$ cat config.mk
export PLATFORM = sky130hd
export DESIGN_NAME = inst_stream_encoder
export DESIGN_NICKNAME = d
export VERILOG_FILES = /design/src/rtl/inst_stream_encoder_pkg.sv /design/src/rtl/inst_stream_encoder_pack.sv /design/src/rtl/inst_stream_encoder.sv
export SDC_FILE = /design/constraint.sdc
export NUM_CORES = 1
export LEC_CHECK = 0
export ABC_AREA = 1
export BUFFER_PORTS_ARGS = -buffer_cell sky130_fd_sc_hd__buf_2
export CAP_MARGIN = 20
export CORE_ASPECT_RATIO = 1.5
export CORE_UTILIZATION = 45
export DETAILED_ROUTE_END_ITERATION = 8
export GPL_ROUTABILITY_DRIVEN = 0
export PLACE_DENSITY = 0.76
export SLEW_MARGIN = 20
export SYNTH_ARGS = -nofsm -noshare
export SYNTH_HDL_FRONTEND = slang
export SYNTH_SLANG_ARGS = --single-unit
$ cat constraint.sdc
create_clock -name clk -period 1.74 [get_ports clk]
set_clock_uncertainty 0.15 [all_clocks]
set_input_delay 0.174 -clock clk [delete_from_list [all_inputs] [get_ports clk]]
set_output_delay 0.174 -clock clk [all_outputs]
set_load 0.1 [all_outputs]
$ cat src/rtl/inst_stream_encoder_pkg.sv
// Shared defines for the MIPS control decoder and the instruction stream encoder:
// opcode constants, expected control vectors and the encoder FSM state type.
package inst_stream_encoder_pkg;

  // Opcodes
  localparam logic [5:0] EXE_SPECIAL = 6'b000000;
  localparam logic [5:0] EXE_J       = 6'b000010;
  localparam logic [5:0] EXE_BEQ     = 6'b000100;
  localparam logic [5:0] EXE_ADDI    = 6'b001000;
  localparam logic [5:0] EXE_ADDIU   = 6'b001001;
  localparam logic [5:0] EXE_SLTI    = 6'b001010;
  localparam logic [5:0] EXE_SLTIU   = 6'b001011;
  localparam logic [5:0] EXE_ANDI    = 6'b001100;
  localparam logic [5:0] EXE_ORI     = 6'b001101;
  localparam logic [5:0] EXE_XORI    = 6'b001110;
  localparam logic [5:0] EXE_LUI     = 6'b001111;
  localparam logic [5:0] EXE_LW      = 6'b100011;
  localparam logic [5:0] EXE_SW      = 6'b101011;

  // Control vector order: {regwrite,regdst,alusrc,branch,memwrite,memtoreg,jump}
  localparam logic [6:0] CTRL_RTYPE = 7'b1100000;
  localparam logic [6:0] CTRL_ALUI  = 7'b1010000;
  localparam logic [6:0] CTRL_BEQ   = 7'b0001000;
  localparam logic [6:0] CTRL_LW    = 7'b1010010;
  localparam logic [6:0] CTRL_SW    = 7'b0010100;
  localparam logic [6:0] CTRL_J     = 7'b0000001;
  localparam logic [6:0] CTRL_NONE  = 7'b0000000;

  typedef enum logic [1:0] {
    ST_IDLE  = 2'd0,
    ST_RUN   = 2'd1,
    ST_DRAIN = 2'd2,
    ST_DONE  = 2'd3
  } enc_state_t;

endpackage

$ cat src/rtl/inst_stream_encoder_pack.sv
// mips_inst_pack: combinational field packer. Selects the instruction format
// from the opcode, builds the 32-bit word and the control vector the decoder
// is expected to produce. Unknown opcodes come back with legal=0.
module mips_inst_pack
  import inst_stream_encoder_pkg::*;
(
  input  logic [5:0]  op,
  input  logic [5:0]  funct,
  input  logic [4:0]  rs,
  input  logic [4:0]  rt,
  input  logic [4:0]  rd,
  input  logic [4:0]  shamt,
  input  logic [15:0] imm,
  input  logic [25:0] target,
  output logic        legal,
  output logic [31:0] word,
  output logic [6:0]  exp_ctrl
);

  // Format select and control lookup
  always_comb begin
    legal    = 1'b1;
    word     = {op, rs, rt, imm};
    exp_ctrl = CTRL_NONE;
    case (op)
      EXE_SPECIAL: begin
        word     = {op, rs, rt, rd, shamt, funct};
        exp_ctrl = CTRL_RTYPE;
      end
      EXE_ADDI, EXE_ADDIU, EXE_SLTI, EXE_SLTIU,
      EXE_ANDI, EXE_ORI, EXE_XORI, EXE_LUI:
        exp_ctrl = CTRL_ALUI;
      EXE_BEQ: exp_ctrl = CTRL_BEQ;
      EXE_LW:  exp_ctrl = CTRL_LW;
      EXE_SW:  exp_ctrl = CTRL_SW;
      EXE_J: begin
        word     = {op, target};
        exp_ctrl = CTRL_J;
      end
      default: begin
        legal = 1'b0;
        word  = 32'h0;
      end
    endcase
  end

endmodule

$ cat src/rtl/inst_stream_encoder.sv
// inst_stream_encoder: accepts instruction field bundles, packs them and streams
// the words into instruction memory at consecutive addresses, together with the
// control vector the decoder should produce for each word.
module inst_stream_encoder
  import inst_stream_encoder_pkg::*;
#(
  parameter int ADDR_W = 8,
  parameter int CNT_W  = 16
) (
  input  logic              clk,
  input  logic              resetn,
  input  logic              start,
  input  logic [ADDR_W-1:0] base_addr,
  input  logic              in_valid,
  output logic              in_ready,
  input  logic              in_last,
  input  logic [5:0]        in_op,
  input  logic [5:0]        in_funct,
  input  logic [4:0]        in_rs,
  input  logic [4:0]        in_rt,
  input  logic [4:0]        in_rd,
  input  logic [4:0]        in_shamt,
  input  logic [15:0]       in_imm,
  input  logic [25:0]       in_target,
  output logic              imem_we,
  input  logic              imem_ready,
  output logic [ADDR_W-1:0] imem_addr,
  output logic [31:0]       imem_wdata,
  output logic [6:0]        exp_ctrl,
  output logic              done,
  output logic              busy,
  output logic [CNT_W-1:0]  wr_count,
  output logic [CNT_W-1:0]  err_count,
  output logic              overflow
);

  enc_state_t        state_q;
  logic              we_q;
  logic [ADDR_W-1:0] addr_q;
  logic [31:0]       wdata_q;
  logic [6:0]        ctrl_q;

  logic              pk_legal;
  logic [31:0]       pk_word;
  logic [6:0]        pk_ctrl;
  logic              accept, wr_done, load, sess_start;

  mips_inst_pack u_pack (
    .op       (in_op),
    .funct    (in_funct),
    .rs       (in_rs),
    .rt       (in_rt),
    .rd       (in_rd),
    .shamt    (in_shamt),
    .imm      (in_imm),
    .target   (in_target),
    .legal    (pk_legal),
    .word     (pk_word),
    .exp_ctrl (pk_ctrl)
  );

  // A single output register: a new bundle may enter whenever the register is
  // empty or its word is leaving on this edge, so the stream runs without bubbles.
  assign in_ready   = (state_q == ST_RUN) && (!we_q || imem_ready);
  assign accept     = in_valid && in_ready;
  assign wr_done    = we_q && imem_ready;
  assign load       = accept && pk_legal;
  assign sess_start = start && (state_q == ST_IDLE || state_q == ST_DONE);

  assign imem_we    = we_q;
  assign imem_addr  = addr_q;
  assign imem_wdata = wdata_q;
  assign exp_ctrl   = ctrl_q;

  // Session FSM with registered done/busy
  always_ff @(posedge clk or negedge resetn) begin
    if (!resetn) begin
      state_q <= ST_IDLE;
      done    <= 1'b0;
      busy    <= 1'b0;
    end else begin
      case (state_q)
        ST_IDLE, ST_DONE: if (start) begin
          state_q <= ST_RUN;
          done    <= 1'b0;
          busy    <= 1'b1;
        end
        ST_RUN: if (accept && in_last) begin
          // An illegal final bundle leaves nothing pending: finish at once.
          if (load) begin
            state_q <= ST_DRAIN;
          end else begin
            state_q <= ST_DONE;
            done    <= 1'b1;
            busy    <= 1'b0;
          end
        end
        ST_DRAIN: if (!we_q || wr_done) begin
          state_q <= ST_DONE;
          done    <= 1'b1;
          busy    <= 1'b0;
        end
        default: state_q <= ST_IDLE;
      endcase
    end
  end

  // Output register: load on accept of a legal bundle, empty on completion
  always_ff @(posedge clk or negedge resetn) begin
    if (!resetn) begin
      we_q    <= 1'b0;
      wdata_q <= 32'h0;
      ctrl_q  <= 7'h0;
    end else if (load) begin
      we_q    <= 1'b1;
      wdata_q <= pk_word;
      ctrl_q  <= pk_ctrl;
    end else if (wr_done) begin
      we_q    <= 1'b0;
    end
  end

  // Write address, saturating counters and sticky wrap flag
  always_ff @(posedge clk or negedge resetn) begin
    if (!resetn) begin
      addr_q    <= '0;
      wr_count  <= '0;
      err_count <= '0;
      overflow  <= 1'b0;
    end else if (sess_start) begin
      addr_q    <= base_addr;
      wr_count  <= '0;
      err_count <= '0;
      overflow  <= 1'b0;
    end else begin
      if (wr_done) begin
        addr_q <= addr_q + 1'b1;
        if (&addr_q) overflow <= 1'b1;
        if (!(&wr_count)) wr_count <= wr_count + 1'b1;
      end
      if (accept && !pk_legal && !(&err_count))
        err_count <= err_count + 1'b1;
    end
  end

endmodule

==> metrics.cfg, run 1 <==
[sta]
hold_violations = 1
fmax_mhz = 568
drv_slew = 0
finalCritPeriodShare = 1.01
setup_ws_ns = -0.0216
timing.hold.ws_ns = -0.0116
slew_headroom = 0.658
finalSetupViolCount = 1
rsz0062_at_grt = yes
finalCriticalPeriod_ns = 1.76
tightest_slew_ns = 0.517

[power]
p_comb_frac = 0.580
p_sw_uw = 6340
p_int_uw = 5360
total_power_uw = 11700
power_density_nw_per_um2 = 1590
vdd_drop_max_v = 0.00104
p_sw_frac = 0.542
leakage_uw = 0.00395
clkPwrFrac = 0.171
pwr-share-seq = 0.249

[final_layout]
drive_gt1_frac = 0.349
antennaDiodeCount = 0
fin_nets = 1029
fillers = 844
area_growth_pct = 48.7

[clock_network]
path_clk_slew_ns = 0.06
cts_tree = built
clock_latency_ns = 0.34
clockBufferDepth = 2
cts_made_buffers = 9
cts-htree-levels = 3
cts_sinks = 85
clockRootBuffer = clkbuf_16

[synthesis]
synthTopCellsByCount = nand2_1 (308), dfrtp_1 (85), nand3_1 (77)
syn_inst = 699
seq_area_frac_synth = 0.429
ys_seq_elements = 85
synth_fp_nets = 792
avgSynthCellArea_sq_um = 7.10
yosys-top-cells-area = dfrtp_1 (43%), nand2_1 (23%), nand3_1 (7.8%), nor2_1 (4.2%), inv_1 (3.2%)
synth_top_area_share = 0.429
netlist_area_sq_um = 4960
synth.most_common_cell = nand2_1
synthFlopType = dfrtp_1
synth_warnings = 0
yosys.area.top_type = dfrtp_1
synth_edf_count = 0
yosysUniqueCellTypes = 37
async_reset_ff_frac = 1.00

[global_routing]
grt-ovfl-total = 0
grt_pass1_vias = 5192
track_usage = 0.267
antenna_found_initial = 0
grt_max_degree = 37
grt_pass1_wl_microns = 23700

[status]
failed_checks = hold timing, setup timing
status = complete, but fails checks

[drt]
wirelength_microns = 15400
vias = 5538
ant_nets = 0
drt_iter0_drc = 231
wl_per_cell_microns = 14.2
first_pass_iters = 5
via_per_inst = 5.10
route.detailed.drc = 0

[floorplan]
coreArea_sq_um = 10600
num_rows = 46
io_pins = 172
die_w_microns = 87.7
die-area_sq_um = 11500
start_util = 0.466
die_y_microns = 131

[worst_setup_path]
worstSetupPathType = flip-flop to output port
cp.required_ns = 1.42
cp-end-kind = output port
cp-startpoint = state_q[1]
crit_path_start_kind = flip-flop
worstPathMaxFanout = 3
r2r-start = state_q[0]
worstPathArrival_ns = 1.44

[worst_hold_path]
hold_path_class = input port to flip-flop
hp-start = base_addr[7]

[placement]
io_buffers = 171
pre_cts_slack_ns = -0.0247
dp_hpwl_microns = 10200

[job]
maxCapViolCount = 0

## what timing repair did
| item | CTS | global route |
|---|---|---|
| hold buffers | 49 | 0 |
| pin swaps | 4 | 7 |
| resized for setup | 7 | 51 |
| endpoints found under the hold margin | 65 | 0 |
| setup endpoints to repair | 12 | 79 |
| buffers inserted | 2 | 3 |
| cloned | 0 | 1 |
## final timing paths
| path | end | slack (ns) | depth (start not counted) |
|---|---|---|---|
| max reg2reg | wr_count[13] | 0.02 | 9 |
| min in group asynchronous | wr_count[10] | 0.20 | 2 |
| min reg2reg | imem_wdata[20] | 0.32 | 2 |
| max in group asynchronous | exp_ctrl[5] | 0.69 | 3 |
| min | imem_addr[7] | -0.01 | 3 |
| max | in_ready | -0.02 | 6 |
## logic make-up (layout without fill, tap and decap cells)
group	Yosys count	after routing	share of synthesized area
muxes	2	2	0.00404
buffers and inverters	72	314	0.0684
AOI/OAI and AO/OA	38	38	0.0424
and+or+nand+nor	479	479	0.412
adders and majority gates	5	5	0.0126
xor gates and xnor gates	18	18	0.0318
DFF	85	85	0.429
## metal layers
| layer | GRT usage | share of wire |
|---|---|---|
| met5 | 0 | 0 |
| met4 | 0.111 | 0.026 |
| met3 | 0.0597 | 0.068 |
| met2 | 0.475 | 0.52 |
| met1 | 0.304 | 0.38 |
## registers in the layout, indices dropped and copies added, names as in the netlist
name	flops
wr_count	16
imem_addr	8
exp_ctrl	7
err_count	16
imem_we	1
imem_wdata	32
state_q	2
busy	1
overflow	1
done	1
## power groups by stage
stage	clock network (uW)	logic (uW)	registers [uW]
6_report	2000	6780	2910
3_5_place_dp	0	6270	2900
4_1_cts	2030	6450	2890
2_1_floorplan	0	1710	6030
3_3_place_gp	0	6200	2900
5_1_grt	2120	7120	2970
## stage by stage
stage          utilization  cell area [sq um]  hold slack [ns]  cells  TNS, ns
3_5_place_dp         0.594               6320           0.0319   1014  -0.0494
5_1_grt              0.693               7370           0.0160   1085   -0.794
3_3_place_gp         0.594               6320           0.0307   1014        0
4_1_cts              0.674               7170         0.000112   1081  -0.0144
6_report             0.693               7370          -0.0116   1085  -0.0216
2_1_floorplan            -               5140           -0.272    699    -1.86
## cell type report
| cell class | count | area, sq um | share of cell area |
|---|---|---|---|
| multi-input cells | 542 | 2740 | 0.372 |
| repair buffers | 251 | 1750 | 0.237 |
| inverters | 47 | 191 | 0.0260 |
| flip-flops and latches | 85 | 2200 | 0.299 |
| clock buffers | 12 | 267 | 0.0361 |
| well taps | 144 | 180 | 0.0244 |
| clock inverters | 4 | 45.0 | 0.00611 |
## critical path, cell delays in order (launching register included)
cell and delay [ns]:
dfrtp_2 0.44, inv_2 0.09, ha_4 0.14, buf_6 0.10, inv_2 0.04, nor2_4 0.11
buf_12 0.18
## layout by cell type (no fill, tap or decap), types with 10 or more instances in the layout
master / n
nand3_1: 69
clkbuf_16: 10
buf_2: 169
dlygate4sd3_1: 49
inv_1: 35
dfrtp_4: 11
nand2_2: 12
xor2_1: 17
dfrtp_1: 45
nor2_1: 54
buf_4: 17
dfrtp_2: 29
buf_12: 10
o21ai_2: 10
nand2_1: 289
nand4_1: 15
Power figures use the tool's default switching activity.
==> inputs of run 2 (changes only) <==
ABC_AREA = default   (was 1)
CORE_UTILIZATION = 44   (was 45)
==> metrics.cfg, run 2 <==
[final_layout]
drive_gt1_frac = 0.525  ; was 0.349
fillers = 574  ; was 844
area_growth_pct = 76.9  ; was 48.7%
antennaDiodeCount = 0  ; unchanged
largest_reg_flops = 32  ; unchanged
fin_nets = 886  ; was 1,029
fin_cells = 913  ; was 1,085
final_common_cell = buf_2  ; was nand2_1
layout_common_cells = buf_2 (169), buf_4 (85), dlygate4sd3_1 (68), nand2_1 (51), nor2_1 (46)  ; was nand2_1 (289), buf_2 (169), nand3_1 (69), nor2_1 (54), dlygate4sd3_1 (49)

[job]
maxCapViolCount = 0  ; unchanged

[floorplan]
coreArea_sq_um = 9690  ; was 10,600 sq um
die-area_sq_um = 10400  ; was 11,500 sq um
num_rows = 44  ; was 46
io_pins = 172  ; unchanged
die_y_microns = 124  ; was 131 microns
die_w_microns = 83.6  ; was 87.7 microns
start_util = 0.453  ; was 0.466

[drt]
ant_nets = 0  ; unchanged
route.detailed.drc = 0  ; unchanged
via_per_inst = 5.79  ; was 5.10
wl_per_cell_microns = 18.9  ; was 14.2 microns
drt_iter0_drc = 342  ; was 231
vias = 5285  ; was 5,538
wirelength_microns = 17300  ; was 15,400 microns
first_pass_iters = 7  ; was 5

[power]
vdd_drop_max_v = 0.00147  ; was 0.00104 V
total_power_uw = 11800  ; was 11,700 uW
leakage_uw = 0.00366  ; was 0.00395 uW
power_density_nw_per_um2 = 1510  ; was 1590 nW/um^2

[global_routing]
grt_pass1_vias = 5612  ; was 5,192
grt_max_degree = 47  ; was 37
grt-ovfl-total = 0  ; unchanged
track_usage = 0.333  ; was 0.267
grt_pass1_wl_microns = 27500  ; was 23,700 microns
antenna_found_initial = 0  ; unchanged

[worst_hold_path]
hold-path-endpoint = imem_wdata[0]  ; was imem_addr[7]
hold_path_class = input port to flip-flop  ; unchanged
whs_path_depth = 3  ; unchanged
hp-start = in_imm[0]  ; was base_addr[7]

[worst_setup_path]
worstPathArrival_ns = 2.12  ; was 1.44 ns
cp-end-kind = flip-flop  ; was output port
cp.required_ns = 1.86  ; was 1.42 ns
rr_worst_depth = 7  ; was 9
r2r-start = err_count[0]  ; was state_q[0]
worstPathMaxFanout = 3  ; unchanged
worstSetupPathType = flip-flop to flip-flop  ; was flip-flop to output port
r2r-end = err_count[5]  ; was wr_count[13]
crit_path_start_kind = flip-flop  ; unchanged
r2r_slack_ns = -0.26  ; was 0.02 ns

[synthesis]
yosys-top-cells-area = dfrtp_1 (48%), nand2_1 (5.0%), nor2_1 (4.5%), o21ai_0 (4.3%), a221oi_1 (2.4%)  ; was dfrtp_1 (43%), nand2_1 (23%), nand3_1 (7.8%), nor2_1 (4.2%), inv_1 (3.2%)
synth.most_common_cell = dfrtp_1  ; was nand2_1
synth_edf_count = 0  ; unchanged
seq_area_frac_synth = 0.485  ; was 0.429
synth_fp_nets = 561  ; was 792
yosys.area.top_type = dfrtp_1  ; unchanged
synth_top_area_share = 0.485  ; was 0.429
async_reset_ff_frac = 1.00  ; unchanged
synth_warnings = 0  ; unchanged
synthFlopType = dfrtp_1  ; unchanged
ys_seq_elements = 85  ; unchanged
netlist_area_sq_um = 4390  ; was 4960 sq um
yosysUniqueCellTypes = 54  ; was 37
synthTopCellsByCount = dfrtp_1 (85), nand2_1 (59), nor2_1 (53)  ; was nand2_1 (308), dfrtp_1 (85), nand3_1 (77)
avgSynthCellArea_sq_um = 9.38  ; was 7.10 sq um
syn_inst = 468  ; was 699

[clock_network]
cts-htree-levels = 3  ; unchanged
cts_made_buffers = 9  ; unchanged
cts_sinks = 85  ; unchanged
clockRootBuffer = clkbuf_16  ; unchanged
clock_latency_ns = 0.34  ; about the same
cts_tree = built  ; unchanged
path_clk_slew_ns = 0.07  ; was 0.06 ns
clockBufferDepth = 2  ; unchanged

[sta]
drv_slew = 0  ; unchanged
fmax_mhz = 500  ; was 568 MHz
hold_violations = 0  ; was 1
slew_headroom = 0.660  ; was 0.658
rsz0062_at_grt = yes  ; unchanged
finalSetupViolCount = 71  ; was 1
setup_ws_ns = -0.259  ; was -0.0216 ns
timing.hold.ws_ns = 0.00789  ; was -0.0116 ns
finalCriticalPeriod_ns = 2.00  ; was 1.76 ns
tightest_slew_ns = 0.513  ; was 0.517 ns
finalCritPeriodShare = 1.15  ; was 1.01

[status]
status = complete, but fails checks  ; unchanged
failed_checks = setup timing  ; was hold timing, setup timing

[placement]
placed_cells = 814  ; was 1,014
dp_hpwl_microns = 10000  ; was 10,200 microns
io_buffers = 171  ; unchanged

==> run 2: worst max-delay path by stage <==
stage	start	endpoint	slack, ns	cells after the start
after global routing	state_q[1]	wr_count[13]	-0.33	6
after detailed placement	state_q[1]	err_count[6]	-0.35	7
after CTS	state_q[1]	wr_count[13]	-0.24	6
after global placement	state_q[1]	err_count[5]	-0.28	7
final	err_count[0]	err_count[5]	-0.26	7
after floorplan	err_count[5]	err_count[15]	-0.31	5
==> run 2: final cells by class <==
cell class / count / area (sq um) / share of cell area
flip-flops and latches: 85 / 2240 / 0.288
repair buffers: 340 / 2440 / 0.314
inverters: 17 / 63.8 / 0.00822
multi-input cells: 340 / 2590 / 0.334
well taps: 115 / 144 / 0.0185
clock inverters: 2 / 16.3 / 0.00209
clock buffers: 14 / 274 / 0.0353
==> run 2: cells by family (layout without fill, tap and decap cells) <==
kind of cell               after synthesis  in the layout  synth area share
AOI/OAI and AO/OA                      110            110             0.172
and+or+nand+nor                        198            198             0.223
xor gates and xnor gates                19             19            0.0379
adders and majority gates                5              5            0.0143
muxes                                    8              8            0.0182
buffers and inverters                   43            373            0.0499
DFF                                     85             85             0.485
==> run 2: through the flow <==
stage / TNS, ns / setup slack (ns) / cell area (sq um) / utilization
after floorplan: -13.08 / -0.311 / 4790 / -
after global placement: -9.14 / -0.284 / 6330 / 0.654
after detailed placement: -12.10 / -0.350 / 6330 / 0.654
after CTS: -6.35 / -0.244 / 7570 / 0.782
after global routing: -14.47 / -0.328 / 7760 / 0.801
final: -8.79 / -0.259 / 7760 / 0.801
==> run 2: what timing repair did <==
action,in CTS,in global routing
pin swaps,19,16
hold buffers,68,0
hold endpoints to repair,119,0
endpoints found under the setup margin,79,84
gates resized for setup,44,46
setup buffers,10,6
gates cloned,1,0
==> run 2: worst max-delay path, cell delays in order, from the launching register on <==
cell and delay (ns):
dfrtp_4 0.49, ha_4 0.17, nand4_1 0.11, buf_4 0.15, nor4_4 0.04, or3_4 0.33, or4_1 0.40, nand2_1 0.07
==> run 2: routing by layer <==
metal,vias to the layer above,global-route usage,wire [microns]
met4,0,0.183,901
met3,81,0.0755,1200
met5,-,0,0
met2,327,0.601,9140
met1,2535,0.354,6030
li1,2342,-,-
==> run 2: power breakdown <==
| part | switching [uW] | leakage, uW | internal, uW | total (uW) |
|---|---|---|---|---|
| combinational | 5320 | 0.00247 | 1600 | 6920 |
| clock | 793 | 0.000139 | 1090 | 1880 |
| sequential | 420 | 0.00104 | 2540 | 2960 |
| total | 6530 | 0.00366 | 5230 | 11800 |
